--- config.mk ---
export PLATFORM = sky130hd
export DESIGN_NAME = if_id_buffer
export DESIGN_NICKNAME = d
export VERILOG_FILES = /design/src/rtl/if_id_buffer.sv
export SDC_FILE = /design/constraint.sdc
export NUM_CORES = 1
export LEC_CHECK = 0
export CORE_MARGIN = 2
export CORE_UTILIZATION = 52
export DETAILED_ROUTE_END_ITERATION = 10
export GPL_TIMING_DRIVEN = 1
export PLACE_DENSITY_LB_ADDON = 0.08
export SYNTH_ARGS = -nofsm -noshare
export SYNTH_HDL_FRONTEND = slang
export SYNTH_SLANG_ARGS = --single-unit
export TNS_END_PERCENT = 10
--- constraint.sdc ---
create_clock -name clk -period 7.4 [get_ports clk]
set_input_delay 1.48 -clock clk [delete_from_list [all_inputs] [get_ports clk]]
set_output_delay 1.48 -clock clk [all_outputs]
set_load 0.02 [all_outputs]
--- src/rtl/if_id_buffer.sv ---
// if_id_buffer: show-ahead {pc, instr} FIFO decoupling fetch from decode, with flush.
// Optional stall/flush statistics outputs are built when IF_ID_BUFFER_STATS_EN is defined.
module if_id_buffer #(
    parameter int                XLEN  = 32,
    parameter int                DEPTH = 2,
    parameter logic [XLEN-1:0]   NOP   = 32'h00000013
) (
    input  logic                         clk,
    input  logic                         reset,
    input  logic                         flush,
    input  logic                         if_valid,
    output logic                         if_ready,
    input  logic [XLEN-1:0]              if_pc,
    input  logic [XLEN-1:0]              if_instr,
    output logic                         id_valid,
    input  logic                         id_ready,
    output logic [XLEN-1:0]              id_pc,
    output logic [XLEN-1:0]              id_instr,
`ifdef IF_ID_BUFFER_STATS_EN
    output logic [31:0]                  stall_cycles,
    output logic [31:0]                  flush_drops,
`endif
    output logic [$clog2(DEPTH+1)-1:0]   count
);

    localparam int            PW       = $clog2(DEPTH);
    localparam int            CW       = $clog2(DEPTH + 1);
    localparam logic [CW-1:0] FULL_CNT = CW'(DEPTH);

    logic [XLEN-1:0] pc_mem_q    [DEPTH];
    logic [XLEN-1:0] instr_mem_q [DEPTH];
    logic [PW-1:0]   wr_ptr_q;
    logic [PW-1:0]   wr_ptr_d;
    logic [PW-1:0]   rd_ptr_q;
    logic [PW-1:0]   rd_ptr_d;
    logic [CW-1:0]   count_q;
    logic [CW-1:0]   count_d;
    logic            empty_s;
    logic            full_s;
    logic            push_s;
    logic            pop_s;
    logic            wr_en_s;

    // Handshake decode from registered occupancy only, so if_ready never sees id_ready.
    always_comb begin
        empty_s = (count_q == {CW{1'b0}});
        full_s  = (count_q == FULL_CNT);
        push_s  = if_valid & ~full_s;
        pop_s   = id_ready & ~empty_s;
        wr_en_s = push_s & ~flush & ~reset;
    end

    // Pointer and occupancy next state; flush drops everything including this cycle's push.
    always_comb begin
        wr_ptr_d = wr_ptr_q;
        rd_ptr_d = rd_ptr_q;
        count_d  = count_q;
        if (flush) begin
            rd_ptr_d = wr_ptr_q;
            count_d  = {CW{1'b0}};
        end else begin
            if (push_s) begin
                wr_ptr_d = wr_ptr_q + PW'(1);
            end else begin
                wr_ptr_d = wr_ptr_q;
            end
            if (pop_s) begin
                rd_ptr_d = rd_ptr_q + PW'(1);
            end else begin
                rd_ptr_d = rd_ptr_q;
            end
            case ({push_s, pop_s})
                2'b10:   count_d = count_q + CW'(1);
                2'b01:   count_d = count_q - CW'(1);
                default: count_d = count_q;
            endcase
        end
    end

    // Control state registers.
    always_ff @(posedge clk) begin
        if (reset) begin
            wr_ptr_q <= {PW{1'b0}};
            rd_ptr_q <= {PW{1'b0}};
            count_q  <= {CW{1'b0}};
        end else begin
            wr_ptr_q <= wr_ptr_d;
            rd_ptr_q <= rd_ptr_d;
            count_q  <= count_d;
        end
    end

    // Entry storage is deliberately never cleared; the empty masking hides stale words.
    always_ff @(posedge clk) begin
        if (wr_en_s) begin
            pc_mem_q[wr_ptr_q]    <= if_pc;
            instr_mem_q[wr_ptr_q] <= if_instr;
        end
    end

    // Show-ahead head with empty masking.
    always_comb begin
        if_ready = ~full_s;
        id_valid = ~empty_s;
        count    = count_q;
        if (empty_s) begin
            id_pc    = {XLEN{1'b0}};
            id_instr = NOP;
        end else begin
            id_pc    = pc_mem_q[rd_ptr_q];
            id_instr = instr_mem_q[rd_ptr_q];
        end
    end

`ifdef IF_ID_BUFFER_STATS_EN
    logic [31:0] stall_cycles_q;
    logic [31:0] stall_cycles_d;
    logic [31:0] flush_drops_q;
    logic [31:0] flush_drops_d;

    function automatic logic [31:0] sat_add32(input logic [31:0] a, input logic [31:0] b);
        logic [32:0] sum;
        sum = {1'b0, a} + {1'b0, b};
        if (sum[32]) begin
            sat_add32 = 32'hFFFF_FFFF;
        end else begin
            sat_add32 = sum[31:0];
        end
    endfunction

    // Counter next state; drops count what was held, never the discarded push.
    always_comb begin
        stall_cycles_d = stall_cycles_q;
        flush_drops_d  = flush_drops_q;
        if (~empty_s & ~id_ready) begin
            stall_cycles_d = sat_add32(stall_cycles_q, 32'd1);
        end else begin
            stall_cycles_d = stall_cycles_q;
        end
        if (flush) begin
            flush_drops_d = sat_add32(flush_drops_q, 32'(count_q));
        end else begin
            flush_drops_d = flush_drops_q;
        end
    end

    // Statistics registers.
    always_ff @(posedge clk) begin
        if (reset) begin
            stall_cycles_q <= 32'd0;
            flush_drops_q  <= 32'd0;
        end else begin
            stall_cycles_q <= stall_cycles_d;
            flush_drops_q  <= flush_drops_d;
        end
    end

    // Registered statistics outputs.
    always_comb begin
        stall_cycles = stall_cycles_q;
        flush_drops  = flush_drops_q;
    end
`endif

    if_id_buffer_checker #(
        .XLEN  (XLEN),
        .DEPTH (DEPTH),
        .CW    (CW)
    ) u_checker (
        .clk      (clk),
        .reset    (reset),
        .flush    (flush),
        .if_valid (if_valid),
        .if_ready (if_ready),
        .if_pc    (if_pc),
        .if_instr (if_instr),
        .push     (push_s),
        .count    (count_q)
    );

endmodule

// Simulation-only protocol and occupancy checks for if_id_buffer.
module if_id_buffer_checker #(
    parameter int XLEN  = 32,
    parameter int DEPTH = 2,
    parameter int CW    = 2
) (
    input logic            clk,
    input logic            reset,
    input logic            flush,
    input logic            if_valid,
    input logic            if_ready,
    input logic [XLEN-1:0] if_pc,
    input logic [XLEN-1:0] if_instr,
    input logic            push,
    input logic [CW-1:0]   count
);

    a_count_bound: assert property (@(posedge clk) disable iff (reset)
        count <= CW'(DEPTH));

    a_no_push_when_full: assert property (@(posedge clk) disable iff (reset)
        push |-> if_ready);

    // A refused offer must be repeated unchanged unless a flush redirects fetch.
    a_offer_stable: assert property (@(posedge clk) disable iff (reset)
        (if_valid && !if_ready && !flush) |=>
            (if_valid && $stable(if_pc) && $stable(if_instr)));

endmodule

# After elaboration in Yosys (flattened, before gate mapping)
# Memory sizes are Yosys's and may differ from the RTL's. A register that Yosys moved wholly into a read port is not among the register bits.
# Cells that the tools add are included.
[word_totals] ff_bits=4 ramBits=128 inputBits=69 out_inout_bits=68 elab_cells=36 mem_count=2
[classes] n_addsub=4 eq_ne=3 mux=11 n_bitwise=8 n_reduce_logical=5
[memory_table] name="instr_mem_q" words=2 word_bits=32 read_ports=1 rd_clocked_by_memory_dff=1 write_ports=1 line_no="31" rtl="logic [XLEN-1:0] instr_mem_q [DEPTH];"
[memory_table] name="pc_mem_q" words=2 word_bits=32 read_ports=1 rd_clocked_by_memory_dff=1 write_ports=1 line_no="30" rtl="logic [XLEN-1:0] pc_mem_q [DEPTH];"
[op_table] operator="$mux W32" count=2
[op_table] operator="$mux W1" count=8
[op_table] operator="$and A1 B1 Y1" count=4
[op_table] operator="$eq A2 B2 Y1 const B" count=2
[op_table] operator="$not A1 Y1" count=4
[op_table] operator="$pmux W2 S2" count=1
[op_table] operator="$reduce_bool A2 Y1" count=2
[op_table] operator="$add A1 B1 Y1 const B" count=2
[op_table] operator="$add A2 B1 Y2 const B" count=1
[op_table] operator="$eq A2 B1 Y1 const B" count=1
[op_table] operator="$logic_not A2 Y1" count=1
[op_table] operator="$reduce_and A2 Y1" count=1
[op_table] operator="$reduce_or A2 Y1" count=1
[op_table] operator="$sub A2 B1 Y2 const B" count=1

# Depth between registers and ports, before layout
[depth] ltp_word=7 mapped_depth=6 mapped_depth_nobuf=6

# Worst setup path before layout
# Ideal clock, no wire load.
[synth_timing] path_type="input-to-reg" start="input flush" end="memory instr_mem_q[0][0], enable pin" setup_ns=0.486 t_arrival_ns=4.400 required_ns=6.914 path_slack_ns=2.513 path_stages=3 n_path_buf=0 cell_sequence="nor2_1 nand3_1 nor2_1"
[synth_between] elab_chain_len=5
[synth_rtl] item="start: declaration" line_no="10" rtl="input logic flush,"
[synth_rtl] item="$not A1 Y1 (no line)"
[synth_rtl] item="$and A1 B1 Y1 (2 in series)" line_no="50" rtl="wr_en_s = push_s & ~flush & ~reset;"
[synth_rtl] item="$mux W1" line_no="95" rtl="if (wr_en_s) begin"
[synth_rtl] item="$mux W1 (not written as such)" line_no="97" rtl="instr_mem_q[wr_ptr_q] <= if_instr;"
[synth_rtl] item="end: declaration" line_no="31"
# No other way between the ends.

# Worst setup path in the final report
[layout_timing] start="register count_q[0] (netlist: count[0])" end="output id_pc[31]"
[layout_between] elab_chain_len=2
[layout_rtl] item="start: declaration" line_no="36" rtl="logic [CW-1:0] count_q;"
[layout_rtl] item="start signal: assignment" line_no="85" rtl="count_q <= {CW{1'b0}};"
[layout_rtl] item="start signal: assignment" line_no="89" rtl="count_q <= count_d;"
[layout_rtl] item="$logic_not A2 Y1" line_no="46" rtl="empty_s = (count_q == {CW{1'b0}});"
[layout_rtl] item="$mux W32" line_no="106" rtl="if (empty_s) begin"
[layout_rtl] item="end: declaration" line_no="17" rtl="output logic [XLEN-1:0] id_pc,"
# No other way between the ends.

==> results.py <==
metrics = {
    "status": {
        "outcome": "finished, final reports clean",
    },
    "routing": {
        "vias_per_cell": 4.97,
        "ant_nets": 0,
        "via_count": 2903,
        "wl_um": 9370,
        "drc_errors": 0,
        "drt-initial-drc-count": 89,
        "drt_pass1_iterations": 4,
        "wire_per_inst_um": 16.0,
    },
    "setup_path": {
        "cp_top_family": "buffers and inverters",
        "critical_path_required_ps": 5920,
        "critical-path-max-stage-delay_ps": 740,
        "slowest_stage": "nor2_4",
        "worstPathMaxFanout": 38,
        "reg2reg_setup_slack_ps": 4990,
        "r2r-start": "count[0]$_SDFFE_PP0P_",
        "path_class": "reg -> out",
        "reg2reg_to": "pc_mem_q[0][17]$_DFFE_PP_",
        "startpoint_type": "register",
        "cp_num_cells": 4,
        "r2r_cells": 4,
        "cp_cell_sequence": "nor2_4, buf_4, nor2_1, clkdlybuf4s50_1",
        "critical_path_arrival_ps": 2750,
        "crit_buf_inv": 2,
        "cp-end-kind": "output port",
    },
    "clock_tree": {
        "cts_hold_buf": 0,
        "root_buffer": "clkbuf_8",
        "clkLatencyLatePin_ps": 500,
        "cts_resized": 0,
        "post-cts-setup-buffer-count": 0,
        "clk_pin_slew_ps": 60,
        "cts_tree": "done",
        "cts_made_buffers": 17,
        "cts_buffer_depth": 2,
        "cts_max_level": 4,
        "cts.sinks": 133,
    },
    "floorplan": {
        "start_util": 0.541,
        "rows": 35,
        "fp.dieArea_um2": 10500,
        "ios": 137,
        "core_um2": 9330,
        "die_x_um": 102,
        "die_y_um": 102,
    },
    "logic_synthesis": {
        "synth_area_leaders": "edfxtp_1 (76%), mux2i_1 (13%), nor2_1 (4.8%)",
        "synth-seq-cells": 133,
        "postSynth.asyncResetShare": 0,
        "synth_flop_cell": "edfxtp_1",
        "netlist_instances": 297,
        "seq_area_frac_synth": 0.782,
        "avgSynthCellArea_um2": 17.0,
        "synth_top_area_frac": 0.762,
        "synth_top_cells_by_count": "edfxtp_1 (128), nor2_1 (65), mux2i_1 (64)",
        "synthesis.nets": 367,
        "synth_cell_types": 21,
        "synth_area_leader_cell": "edfxtp_1",
        "synth_warnings": 0,
        "synth_edf_count": 128,
        "synth.most_common_cell": "edfxtp_1",
        "netlist_area_um2": 5040,
    },
    "timing": {
        "tns_ps": 0,
        "min_period_ps": 4230,
        "fmax_ghz": 0.236,
        "finalSetupViolCount": 0,
        "slew_headroom": 0.246,
        "rsz0062_at_grt": "no",
        "final.setup.worst_slack_ps": 3170,
        "hold_viol": 0,
        "period_share": 0.572,
        "finalClockSkew_ps": 10.3,
        "slew_violations": 0,
        "timing_worst_slew_pin_value_ps": 1130,
    },
    "pwr": {
        "total_power_w": 0.00186,
        "power_density_nw_per_um2": 260,
        "ir_drop_mv": 0.181,
        "p_leak_nw": 2.38,
    },
    "hold_path": {
        "hold_depth": 1,
        "holdPathEnd": "wr_ptr_q$_SDFFE_PP0P_",
        "hold_path_class": "reg -> reg",
        "hp-start": "wr_ptr_q$_SDFFE_PP0P_",
    },
    "placement": {
        "placed_cell_area_um2": 6540,
        "port_buffers": 136,
        "place_ws_ps": 3580,
        "hpwl_um": 5980,
        "place_congestion": 0.801,
    },
    "final_layout": {
        "drive_gt1_frac": 0.0813,
        "n_fill_cell": 576,
        "fin_util": 0.764,
        "design_area_um2": 7130,
        "num_antenna_cells": 0,
        "fin_nets": 512,
        "area_growth_pct": 41.4,
    },
    "flow_run": {
        "maxCapViolations": 0,
    },
    "grt": {
        "grt_pass1_wl_um": 13900,
        "track_usage": 0.182,
        "grt_max_degree": 65,
        "grt_pass1_vias": 2876,
        "antenna_found_initial": 0,
        "grt_overflow_total": 0,
    },
}
## flip-flops by register name (all words and copies together), names as in the netlist, named ones only
register	count
pc_mem_q	64
wr_ptr_q	1
instr_mem_q	64
rd_ptr_q	1
count	2
## cell usage in the layout, fill, tap and decap left out
cell | Yosys | layout
a21boi_1 | 1 | 1
a21o_1 | 1 | 1
a21oi_1 | 1 | 1
a311o_1 | 1 | 1
buf_4 | 6 | 3
bufinv_16 | 0 | 3
clkbuf_1 | 0 | 2
clkbuf_16 | 0 | 16
clkbuf_8 | 0 | 1
clkdlybuf4s50_1 | 0 | 136
clkinv_4 | 0 | 3
clkinvlp_4 | 0 | 3
dfxtp_1 | 5 | 4
dfxtp_4 | 0 | 1
edfxtp_1 | 128 | 128
ha_1 | 1 | 1
inv_1 | 3 | 3
inv_6 | 0 | 4
mux2i_1 | 64 | 64
nand2_1 | 4 | 4
nand2b_1 | 1 | 1
nand3_1 | 1 | 1
nor2_1 | 65 | 62
nor2_4 | 0 | 3
nor3_1 | 1 | 1
o21a_1 | 1 | 1
o21ai_0 | 2 | 2
or3_1 | 1 | 1
xnor2_1 | 2 | 2
xor2_1 | 1 | 1
## how the worst max path moves through the flow
stage	end	start
global route	id_pc[31]	count[0]$_SDFFE_PP0P_
detailed placement	pc_mem_q[1][13]$_DFFE_PP_	flush
global placement	pc_mem_q[1][12]$_DFFE_PP_	flush
floorplan	instr_mem_q[0][0]$_DFFE_PP_	flush
finish	id_pc[31]	count[0]$_SDFFE_PP0P_
CTS	id_pc[7]	count[0]$_SDFFE_PP0P_
## layer usage
| layer | vias up | GRT usage | wire [um] |
|---|---|---|---|
| met2 | 94 | 0.308 | 4830 |
| met5 | - | 0 | 0 |
| li1 | 1394 | - | - |
| met1 | 1407 | 0.213 | 3820 |
| met4 | 0 | 0.0728 | 131 |
| met3 | 8 | 0.0670 | 585 |
## layout make-up
class | instances | area [um2] | area share
clock buffers | 19 | 422 | 0.0591
flip-flops and latches | 133 | 3950 | 0.554
well taps | 129 | 161 | 0.0226
inverters | 3 | 11.3 | 0.00158
repair buffers | 139 | 1380 | 0.194
clock inverters | 13 | 174 | 0.0244
multi-input cells | 148 | 1030 | 0.145
## metrics by stage
stage,cells,hold WS (ps)
floorplan,297,446
global placement,552,523
detailed placement,552,529
CTS,584,545
global route,584,598
finish,584,536
## cells by family after synthesis
logic type      after synthesis  synth area share
xor+xnor                      3           0.00521
flops                       133             0.782
simple gates                 73            0.0558
buf+inv                      16            0.0181
mux                          64             0.127
fa+ha+maj                     1           0.00248
compound gates                7           0.00943
## power breakdown
part / internal, W / switching (W) / total, W
clock network: 0.000519 / 0.000304 / 0.000823
registers: 0.000844 / 0.0000178 / 0.000862
logic: 0.0000927 / 0.0000792 / 0.000172
(Power assumes the default switching activity.)
